### src/rtl/dm_arbiter.sv
// dm_arbiter: arbitrates two requesters onto one 32-bit data memory port.
// Sub-word stores are performed as a read-modify-write of the addressed word.
module dm_arbiter #(
  parameter int unsigned PRIO_FIXED = 0
) (
  input  logic        i_clk,
  input  logic        i_rst_n,
  input  logic        i_req0,
  input  logic        i_req1,
  input  logic        i_we0,
  input  logic        i_we1,
  input  logic [31:0] i_addr0,
  input  logic [31:0] i_addr1,
  input  logic [31:0] i_wd0,
  input  logic [31:0] i_wd1,
  input  logic [3:0]  i_be0,
  input  logic [3:0]  i_be1,
  output logic        o_gnt0,
  output logic        o_gnt1,
  output logic        o_rvalid0,
  output logic        o_rvalid1,
  output logic [31:0] o_rdata0,
  output logic [31:0] o_rdata1,
  output logic [31:0] o_mem_addr,
  output logic [31:0] o_mem_wd,
  output logic        o_mem_wen,
  output logic        o_mem_ren,
  input  logic [31:0] i_mem_rd
);

  localparam int unsigned DW = 32;
  localparam int unsigned BW = DW / 8;

  typedef enum logic [2:0] {
    IDLE,
    READ,
    WRITE,
    RMW_RD,
    RMW_WR
  } state_t;

  state_t         state;
  logic           ptr;
  logic           owner;
  logic           sel1;
  logic           accept;
  logic           req_we;
  logic [DW-1:0]  req_addr;
  logic [DW-1:0]  req_wd;
  logic [BW-1:0]  req_be;
  logic [DW-1:0]  wd_q;
  logic [BW-1:0]  be_q;
  logic [DW-1:0]  merged;

  // Winner selection and request mux; grants are only issued from IDLE
  always_comb begin
    sel1 = 1'b0;
    if (PRIO_FIXED != 0) begin
      sel1 = ~i_req0 & i_req1;
    end else begin
      sel1 = i_req1 & (~i_req0 | ptr);
    end
    accept   = i_rst_n & (state == IDLE) & (i_req0 | i_req1);
    req_we   = sel1 ? i_we1   : i_we0;
    req_addr = sel1 ? i_addr1 : i_addr0;
    req_wd   = sel1 ? i_wd1   : i_wd0;
    req_be   = sel1 ? i_be1   : i_be0;
  end

  assign o_gnt0 = accept & ~sel1;
  assign o_gnt1 = accept & sel1;

  // Lane merge of the latched store data over the word read back from memory
  always_comb begin
    merged = i_mem_rd;
    for (int unsigned n = 0; n < BW; n++) begin
      if (be_q[n]) begin
        merged[8*n +: 8] = wd_q[8*n +: 8];
      end
    end
  end

  // Access sequencer with registered memory strobes and read-return outputs
  always_ff @(posedge i_clk or negedge i_rst_n) begin
    if (!i_rst_n) begin
      state      <= IDLE;
      ptr        <= 1'b0;
      owner      <= 1'b0;
      wd_q       <= '0;
      be_q       <= '0;
      o_rvalid0  <= 1'b0;
      o_rvalid1  <= 1'b0;
      o_rdata0   <= '0;
      o_rdata1   <= '0;
      o_mem_addr <= '0;
      o_mem_wd   <= '0;
      o_mem_wen  <= 1'b0;
      o_mem_ren  <= 1'b0;
    end else begin
      o_rvalid0 <= 1'b0;
      o_rvalid1 <= 1'b0;
      o_mem_wen <= 1'b0;
      o_mem_ren <= 1'b0;
      case (state)
        IDLE: begin
          if (accept) begin
            owner <= sel1;
            wd_q  <= req_wd;
            be_q  <= req_be;
            if (PRIO_FIXED == 0) begin
              ptr <= ~sel1;
            end
            if (!req_we) begin
              state      <= READ;
              o_mem_addr <= req_addr;
              o_mem_ren  <= 1'b1;
            end else if (req_be == {BW{1'b1}}) begin
              state      <= WRITE;
              o_mem_addr <= req_addr;
              o_mem_wd   <= req_wd;
              o_mem_wen  <= 1'b1;
            end else if (req_be != '0) begin
              state      <= RMW_RD;
              o_mem_addr <= req_addr;
              o_mem_ren  <= 1'b1;
            end
          end
        end
        READ: begin
          if (owner) begin
            o_rdata1  <= i_mem_rd;
            o_rvalid1 <= 1'b1;
          end else begin
            o_rdata0  <= i_mem_rd;
            o_rvalid0 <= 1'b1;
          end
          state <= IDLE;
        end
        WRITE: begin
          state <= IDLE;
        end
        RMW_RD: begin
          o_mem_wd  <= merged;
          o_mem_wen <= 1'b1;
          state     <= RMW_WR;
        end
        RMW_WR: begin
          state <= IDLE;
        end
        default: begin
          state <= IDLE;
        end
      endcase
    end
  end

endmodule

### config.mk
export PLATFORM = sky130hd
export DESIGN_NAME = dm_arbiter
export DESIGN_NICKNAME = d
export VERILOG_FILES = /design/src/rtl/dm_arbiter.sv
export SDC_FILE = /design/constraint.sdc
export NUM_CORES = 1
export LEC_CHECK = 0
export ABC_AREA = 1
export BUFFER_PORTS_ARGS = -buffer_cell sky130_fd_sc_hd__buf_2
export CAP_MARGIN = 20
export CORE_MARGIN = 2
export CORE_UTILIZATION = 50
export DETAILED_ROUTE_END_ITERATION = 10
export PLACE_DENSITY = 0.89
export REMOVE_ABC_BUFFERS = 1
export SLEW_MARGIN = 30
export SYNTH_ARGS = -nofsm -noshare
export SYNTH_HDL_FRONTEND = slang
export SYNTH_SLANG_ARGS = --single-unit
### constraint.sdc
create_clock -name i_clk -period 3 [get_ports i_clk]
set_input_delay 0.3 -clock i_clk [delete_from_list [all_inputs] [get_ports i_clk]]
set_output_delay 0.3 -clock i_clk [all_outputs]
set_load 0.01 [all_outputs]
==> flow_summary.ini, run 1 <==
[detailed_routing]
wirelength_um = 22700
viasPerCell = 5.145
drtPass1Iterations = 5
drc = 0
ant_nets = 0
drtIter0Drc = 411
vias = 7805
wire_per_inst_um = 14.97

[die]
start_util_pct = 51.28
core_mm2 = 0.01589
die_h_um = 131.6
die_w_um = 131.6
dieArea_mm2 = 0.01733
num_rows = 46
io_pins = 308

[global_route]
grt_pass1_vias = 7255
gr-total-overflow = 0
grt_max_degree = 122
grt_first_pass_wirelength_um = 36810
grt_use_total_pct = 26.71
antenna_found_initial = 1

[power]
seq_power_share_pct = 43.3
vdd_drop_max_uv = 431.0
intPower_mw = 5.622
p_switching_mw = 3.291
p_per_area_mw_per_mm2 = 863.5
swShare_pct = 36.92
p_clk_share_pct = 24.3
combPwrFrac_pct = 32.4
power_leakage_nw = 5.690

[timing]
maxSlewHeadroom_pct = 44.80
finalHoldViolCount = 0
clock.fmax_ghz = 0.4307
setup_viol = 0
min_period_ps = 2322
skew_ps = 9.997
rsz0062_at_grt = false
tightestPinTransition_ps = 827.1
finalCritPeriodShare_pct = 77.39
drv_slew = 0

[setup_path]
path_cells = inv_2 -> nand2_4 -> nand2_4 -> inv_2 -> nor2_1 -> buf_2
critPathRequiredTime_ps = 2700
endpoint_kind = output port
worst_path_max_delay_cell = inv_2
critPathMaxStageDelay_ps = 590
cp.arrival_ps = 2020
critPathLaunchType = flop
critPathBufInv = 3
crit_family = buffers and inverters
path_class = flop to output port
cp.depth = 6
crit_fanout = 34
r2r_cells = 10

[layout]
fin_nets = 1461
final_cells = 1517
area_growth_pct = 26.73
final_util_pct = 64.98
drive_above_1_share_pct = 29.77

[clocking]
clk_pin_slew_ps = 70
cts_tree = done
cts_hold_buffers = 0
cts_made_buffers = 17
clock_path_buffers = 2
cts_resized = 0
insertion_delay_ps = 430
cts_root_buffer = clkbuf_16
h-tree-depth = 4
post_cts_buffers = 0
cts_sinks = 173

[logic_synthesis]
synth.area.top_cells = dfrtp_1 (53%), nand2_1 (17%), o21ai_0 (9.0%)
netlist_instances = 1018
syn_avg_cell_area_um2 = 8.001
ys_seq_area_share_pct = 53.15
synth_area_mm2 = 0.008145
synthArstFlopShare_pct = 100.0
synth_top_area_share_pct = 53.15
ys_ff_latch = 173
synth_flop_cell = dfrtp_1
ys_types = 24
synth_edf_count = 0
synth.largest_area_cell = dfrtp_1
yosysWarnings = 0

[job]
maxCapViolations = 0

[placed_design]
port_buffers = 307
placed_cells = 1484
gp_congestion = 0.8183
dp_hpwl_um = 16030

[min_path]
hold_path_class = primary input to asynchronous set/reset pin

[run_status]
status = finished, final reports clean
[Yosys cell counts, types with 2 or more instances]
master,n
o21ai_1,17
dfrtp_1,173
nand2_4,3
nand2_1,375
or2_2,23
o21bai_1,2
inv_1,74
inv_2,7
buf_2,20
or2_1,4
buf_6,4
nor2_1,12
o21ai_0,147
nand3_1,68
buf_4,5
o211ai_1,32
buf_1,2
nand3b_1,4
clkbuf_1,37
or2_0,5
[power groups by stage]
stage          Clock [mW]  Sequential (mW)  Combinational (mW)
2_1_floorplan           0             4.19                1.12
3_3_place_gp            0             3.84                2.79
3_5_place_dp            0             3.88                2.90
4_1_cts              2.19             3.85                2.91
5_1_grt              2.29             3.97                3.24
6_report             2.17             3.86                2.89
[layout by cell type (no fill, tap or decap), types with 2 or more instances in the layout]
cell,Yosys,layout
nor2_1,12,11
nand3b_1,4,4
nand3_1,68,68
nor2_4,1,2
clkinv_2,0,2
buf_4,5,10
inv_6,0,4
o21ai_1,17,17
inv_1,74,74
or2_0,5,5
nand2_1,375,374
or2_1,4,4
o21bai_1,2,2
clkbuf_16,0,17
dfrtp_1,173,173
clkinv_4,0,5
nand2_4,3,3
inv_2,7,5
buf_2,20,306
clkbuf_1,37,2
or2_2,23,23
o21ai_0,147,147
o211ai_1,32,32
[cells by family (layout without fill, tap and decap cells)]
family	Yosys count	in the layout	share of synthesized area, %
buffers and inverters	149	431	7.773
DFF	173	173	53.15
AOI/OAI and AO/OA	199	199	13.32
and+or+nand+nor	497	497	25.76
other	0	1	0
[area by class of cell]
class	instances	area, um^2
Antenna cell	1	2.502
Clock buffer	20	446.7
Clock inverter	12	127.6
Fill cell	1313	5563
Inverter	81	306.5
Multi-Input combinational cell	696	3202
Sequential cell	173	4329
Tap cell	216	270.3
Timing Repair Buffer	318	1638
[worst reg2reg max path, delay by kind of cell (launching register included)]
family	cells	cell delay, ps
and+or+nand+nor	9	1810
DFF	1	340
buffers and inverters	1	50
[per-layer routing]
layer  up-vias  GRT usage [%]  wire length [um]
met5         -              0                 0
met4         0          10.39               669
met3        46          5.054              1368
met2       311          45.20             11300
met1      3661          34.03              9361
li1       3787              -                 -
[state kept, by name (all words and copies together) (netlist names), 3 cells and up]
name        count
o_rdata1       32
wd_q           32
state           3
o_rdata0       32
o_mem_wd       32
o_mem_addr     32
be_q            4
[worst paths after layout]
kind	startpoint	slack, ps	endpoint
min in group i_clk	i_mem_rd[5]	140	o_rdata1[5]$_DFFE_PN0P_
worst min register to register	o_mem_addr[22]$_DFFE_PN0P_	470	o_mem_addr[22]$_DFFE_PN0P_
worst max-delay path	ptr$_DFFE_PN0P_	680	o_gnt0
worst min-delay path	i_rst_n	50	o_mem_addr[2]$_DFFE_PN0P_
worst max register to register	ptr$_DFFE_PN0P_	730	o_mem_wd[4]$_DFFE_PN0P_
max in group asynchronous	i_rst_n	1830	o_rdata1[15]$_DFFE_PN0P_
[metrics by stage]
| step | power (mW) | TNS, ps | hold WS, ps | cell area, um^2 | setup slack (ps) |
|---|---|---|---|---|---|
| final | 8.913 | 0 | 54.23 | 10320 | 678.3 |
| after global routing | 9.508 | 0 | 114.1 | 10320 | 481.9 |
| after CTS | 8.948 | 0 | 72.56 | 10310 | 665.2 |
| after detailed placement | 6.773 | 0 | 453.2 | 9741 | 713.6 |
| after global placement | 6.632 | 0 | 432.7 | 9741 | 796.7 |
| after floorplan | 5.309 | -33480 | 4.409 | 7816 | -1017 |
No activity file was read; power rests on OpenSTA's default activity.
==> inputs of run 2 (changes only) <==
Settings changed: ABC_AREA 1 to 0, CORE_UTILIZATION 50 to 44, PLACE_DENSITY 0.89 to 0.84.
Clock period 3 ns to 1.9 ns, I/O delays scaled along.
==> flow_summary.ini, run 2 <==
[logic_synthesis]
synth_area_mm2 = 0.007855
synthArstFlopShare_pct = 100.0
synth.largest_area_cell = dfrtp_1
synth_compound_area_share_pct = 6.037
synth_top_family_by_area = multiplexers
synth.area.top_cells = dfrtp_1 (55%), mux2_2 (18%), nand2_1 (9.8%)
netlist_instances = 720
synthAdderAreaFrac_pct = 0
synth_xor_area_share_pct = 0
synth_flop_cell = dfrtp_1
synth_edf_count = 0
synth_top_area_share_pct = 55.11
syn_avg_cell_area_um2 = 10.91
yosysWarnings = 0
ys_types = 34
synthMuxAreaShare_pct = 22.43
synth_simple_gate_area_share_pct = 13.59
synth.most_common_cell = nand2_1
yosys-top-cells-count = nand2_1 (206), dfrtp_1 (173), mux2_2 (128)
ys_ff_latch = 173
ys_seq_area_share_pct = 55.11

[timing]
min_period_ps = 1951
rsz0062_at_grt = true
whs_ps = 19.80
maxSlewHeadroom_pct = 57.91
tightestPinTransition_ps = 631.4
drv_slew = 0
setup_viol = 50
skew_ps = 10.37
clock.fmax_ghz = 0.5125
finalCritPeriodShare_pct = 102.7
setup_ws_ps = -51.39
finalHoldViolCount = 0
tns_ps = -985.9

[detailed_routing]
wirelength_um = 23880
viasPerCell = 5.237
drc = 0
drtPass1Iterations = 7
wire_per_inst_um = 18.66
vias = 6703
drtIter0Drc = 313
ant_nets = 0

[layout]
area_growth_pct = 39.03
final_common_cell = buf_2
final_util_pct = 62.92
fill_cells = 1363
fin_nets = 1218
final_cell_mix = buf_2 (304), nand2_1 (205), dfrtp_1 (172)
drive_above_1_share_pct = 50.62

[placed_design]
post-place-ws_ps = 60.57
gp_congestion = 0.7948
port_buffers = 307
dp_hpwl_um = 15920

[setup_path]
cp-startpoint = state[2]$_DFFE_PN0P_
r2r_start = state[2]$_DFFE_PN0P_
critPathLaunchType = flop
critPathRequiredTime_ps = 2190
cp.arrival_ps = 2250
path_class = flop to flop
crit_fanout = 6
endpoint_kind = flop

[clocking]
clock_path_buffers = 2
h-tree-depth = 4
insertion_delay_ps = 420
cts_tree = done
clk_pin_slew_ps = 70
cts_made_buffers = 17
cts_root_buffer = clkbuf_16
cts_sinks = 173

[job]
maxCapViolations = 0

[global_route]
grt_pass1_vias = 6691
grt_first_pass_wirelength_um = 34820
gr-total-overflow = 0
grt_use_total_pct = 24.02
grt_max_degree = 173
antenna_found_initial = 2

[die]
die_w_um = 137.6
dieArea_mm2 = 0.01894
start_util_pct = 45.26
core_mm2 = 0.01736
die_h_um = 137.6
io_pins = 308
num_rows = 48

[run_status]
status = finished, violations left
violations = setup timing

[power]
vdd_drop_max_uv = 810.5
fin_total_pwr_mw = 14.41
p_per_area_mw_per_mm2 = 1320
power_leakage_nw = 5.241

[min_path]
hp-start = i_addr0[27]
hold_path_class = primary input to flop
==> run 2: changes by cell type in the layout (fill, tap and decap cells not counted), sizes merged, moves of 29 or more <==
| cell | change |
|---|---|
| o211ai | -31 |
| nand3 | -68 |
| mux2i | +32 |
| mux2 | +128 |
| inv | -80 |
| o21ai | -132 |
| nand2 | -172 |
| or2 | -31 |
| a31oi | +36 |
| nor2 | +29 |
==> run 2: final cells by class <==
class                   count  area [um^2]  share of cell area [%]
inverters                   1        3.754                 0.03437
diodes                      2        5.005                 0.04583
repair buffers            351         2252                   20.62
well taps                 225        281.5                   2.578
clock inverters             9        161.4                   1.478
flip-flops and latches    173         4330                   39.65
clock buffers              19        452.9                   4.148
multi-input cells         500         3433                   31.44
==> run 2: layer usage <==
layer | vias to the layer above | track usage, % | routed length [um]
li1 | 3105 | - | -
met5 | - | 0 | 0
met3 | 43 | 6.512 | 1751
met2 | 282 | 40.63 | 11870
met1 | 3273 | 28.76 | 9552
met4 | 0 | 10.48 | 709
==> run 2: cell families after synthesis <==
| logic type | count (synthesis) |
|---|---|
| AO/OA/AOI/OAI | 77 |
| multiplexers | 160 |
| flip-flops | 173 |
| buffers and inverters | 47 |
| AND/OR/NAND/NOR | 263 |
==> run 2: worst paths after layout <==
| path | endpoint | slack [ps] | cells after the start |
|---|---|---|---|
| setup / recovery | o_mem_wd[23]$_DFFE_PN0P_ | -50 | 8 |
| hold / removal | o_mem_addr[27]$_DFFE_PN0P_ | 20 | 3 |
| setup reg to reg | o_mem_wd[23]$_DFFE_PN0P_ | -50 | 8 |
| hold reg to reg | wd_q[31]$_DFFE_PN0P_ | 470 | 2 |
| max in group asynchronous | wd_q[9]$_DFFE_PN0P_ | 570 | 4 |
| min in group asynchronous | o_mem_addr[3]$_DFFE_PN0P_ | 90 | 2 |
==> run 2: where the power goes <==
part	total, mW	switching (mW)	internal (mW)	leakage (nW)
clock network	3.70	1.44	2.26	0.294
logic	4.81	2.39	2.42	2.87
registers	5.90	0.822	5.08	2.08
total	14.4	4.66	9.76	5.24
==> run 2: per-stage QoR <==
step,cell area (um^2),cells
floorplan,7636,674
global placement,9759,1225
detailed placement,9759,1225
CTS,10590,1264
global route,10920,1280
finish,10920,1280
==> run 2: worst max-delay path, stage by stage, from the launching register on <==
cell,delay (ps)
dfrtp_1,410
nor4b_4,360
o21ai_4,150
buf_6,160
a21oi_4,130
buf_12,160
buf_12,140
mux2i_2,230
o21ai_1,80
==> run 2: repair_timing <==
| item | CTS | global route |
|---|---|---|
| pin swaps | 2 | 3 |
| cloned | 2 | 8 |
| gates resized for setup | 30 | 34 |
| setup endpoints to repair | 2 | 66 |
| hold buffers | 2 | 1 |
| setup buffers | 7 | 5 |
| endpoints found under the hold margin | 2 | 53 |
==> inputs of run 3 (changes only) <==
Settings changed: CORE_UTILIZATION 44 to 49, PLACE_DENSITY 0.84 to 0.88.
Clock period 1.9 ns to 2 ns, I/O delays scaled along.
==> flow_summary.ini, run 3 (same netlist as run 2, synthesis figures left out) <==
[placed_design]
dp_hpwl_um = 15920
post-place-ws_ps = 61.88
placed_cells = 1218
port_buffers = 307
gp_congestion = 0.8178

[setup_path]
rrSetupSlack_ps = 40
critPathLaunchType = flop
path_class = flop to flop
endpoint_kind = flop
crit_fanout = 8
critPathRequiredTime_ps = 2280
cp.arrival_ps = 2240

[clocking]
cts_sinks = 173
h-tree-depth = 4
cts_made_buffers = 17
clk_pin_slew_ps = 70
insertion_delay_ps = 420
cts_tree = done
cts_root_buffer = clkbuf_16
clock_path_buffers = 2

[detailed_routing]
drc = 0
drtIter0Drc = 288
vias = 6735
wirelength_um = 23430
viasPerCell = 5.303
ant_nets = 0
drtPass1Iterations = 4
wire_per_inst_um = 18.44

[layout]
final_cells = 1270
seq_area_mm2 = 0.004332
multi_input_area_mm2 = 0.003367
area_growth_pct = 35.38
fill_cells = 1190
final_common_cell = buf_2
drive_above_1_share_pct = 49.38
fin_nets = 1214
final_cell_mix = buf_2 (305), nand2_1 (205), dfrtp_1 (171)

[die]
start_util_pct = 49.81
num_rows = 46
io_pins = 308
die_w_um = 130.6
dieArea_mm2 = 0.01706
die_h_um = 130.6
core_mm2 = 0.01577

[timing]
setup_ws_ps = 42.34
maxSlewHeadroom_pct = 45.13
setup_viol = 0
skew_ps = 9.758
finalCritPeriodShare_pct = 97.88
tightestPinTransition_ps = 823.0
drv_slew = 0
rsz0062_at_grt = false
finalHoldViolCount = 0
min_period_ps = 1958
tns_ps = 0
clock.fmax_ghz = 0.5108

[power]
p_per_area_mw_per_mm2 = 1247
power_leakage_nw = 5.140
vdd_drop_max_uv = 763.9

[global_route]
antenna_found_initial = 3
gr-total-overflow = 0
grt_use_total_pct = 25.47
grt_pass1_vias = 6592
grt_first_pass_wirelength_um = 33230
grt_max_degree = 100

[job]
maxCapViolations = 0

[min_path]
hold_path_class = primary input to flop

[run_status]
status = finished, final reports clean
## run 3: cell types whose count changed in the layout (fill, tap and decap cells not counted), sizes merged
cell         previous run  this run
buf                   341       340
bufbuf                  1         0
bufinv                  4         1
clkbuf                 25        28
clkinv                  0         2
clkinvlp                2         3
diode                   2         1
dlygate4sd3             3         1
inv                     4         5
## run 3: worst paths after layout
check / start / endpoint / depth (start not counted)
max: state[0]$_DFFE_PN0P_ / o_mem_wd[23]$_DFFE_PN0P_ / 8
min: i_addr1[16] / o_mem_addr[16]$_DFFE_PN0P_ / 3
max reg2reg: state[0]$_DFFE_PN0P_ / o_mem_wd[23]$_DFFE_PN0P_ / 8
min reg2reg: wd_q[18]$_DFFE_PN0P_ / wd_q[18]$_DFFE_PN0P_ / 2
max in group asynchronous: i_rst_n / wd_q[3]$_DFFE_PN0P_ / 4
min in group asynchronous: i_rst_n / o_mem_addr[16]$_DFFE_PN0P_ / 3
## run 3: metrics by stage
step           power, mW  cell area, um^2  hold WS (ps)  util, %
6_report           13.26            10630         25.69    67.43
5_1_grt            14.00            10630         19.35    67.43
4_1_cts            13.26            10390         5.075    65.86
3_5_place_dp       9.959             9756         160.1    61.86
3_3_place_gp       9.749             9756         164.0    61.86
2_1_floorplan      7.871             7636        -95.59        -
## run 3: critical path, cell delays in order, from the launching register on
cell       delay (ps)
dfrtp_2           430
nor4b_4           370
o21ai_4           130
buf_6             150
a21oi_4           130
buf_12            150
clkbuf_16         170
mux2i_1           200
o21ai_0            90
## run 3: what timing repair did
| action | in CTS | in global routing |
|---|---|---|
| endpoints found under the hold margin | 9 | 0 |
| cloned | 0 | 7 |
| hold buffers | 1 | 0 |
| pin swaps | 2 | 1 |
| buffers inserted | 2 | 9 |
| endpoints found under the setup margin | 2 | 35 |
| resized for setup | 8 | 2 |
## run 3: final cells by class
type,instances,area share [%]
diodes,1,0.02353
flip-flops and latches,173,40.73
multi-input cells,500,31.66
repair buffers,347,19.57
inverters,1,0.03530
well taps,216,2.541
clock buffers,22,4.459
clock inverters,10,0.9766
## run 3: power by group
part | internal [mW] | switching, mW | total, mW
registers | 4.82 | 0.771 | 5.59
logic | 2.20 | 2.24 | 4.43
clock network | 1.84 | 1.40 | 3.24
total | 8.86 | 4.41 | 13.3
## run 3: routing by layer
metal,vias to the layer above,part of all wire [%],global-route usage [%]
li1,3094,-,-
met1,3320,40,30.04
met2,286,52,45.99
met3,31,7.0,6.026
met4,4,1.4,8.198
met5,-,0.090,0
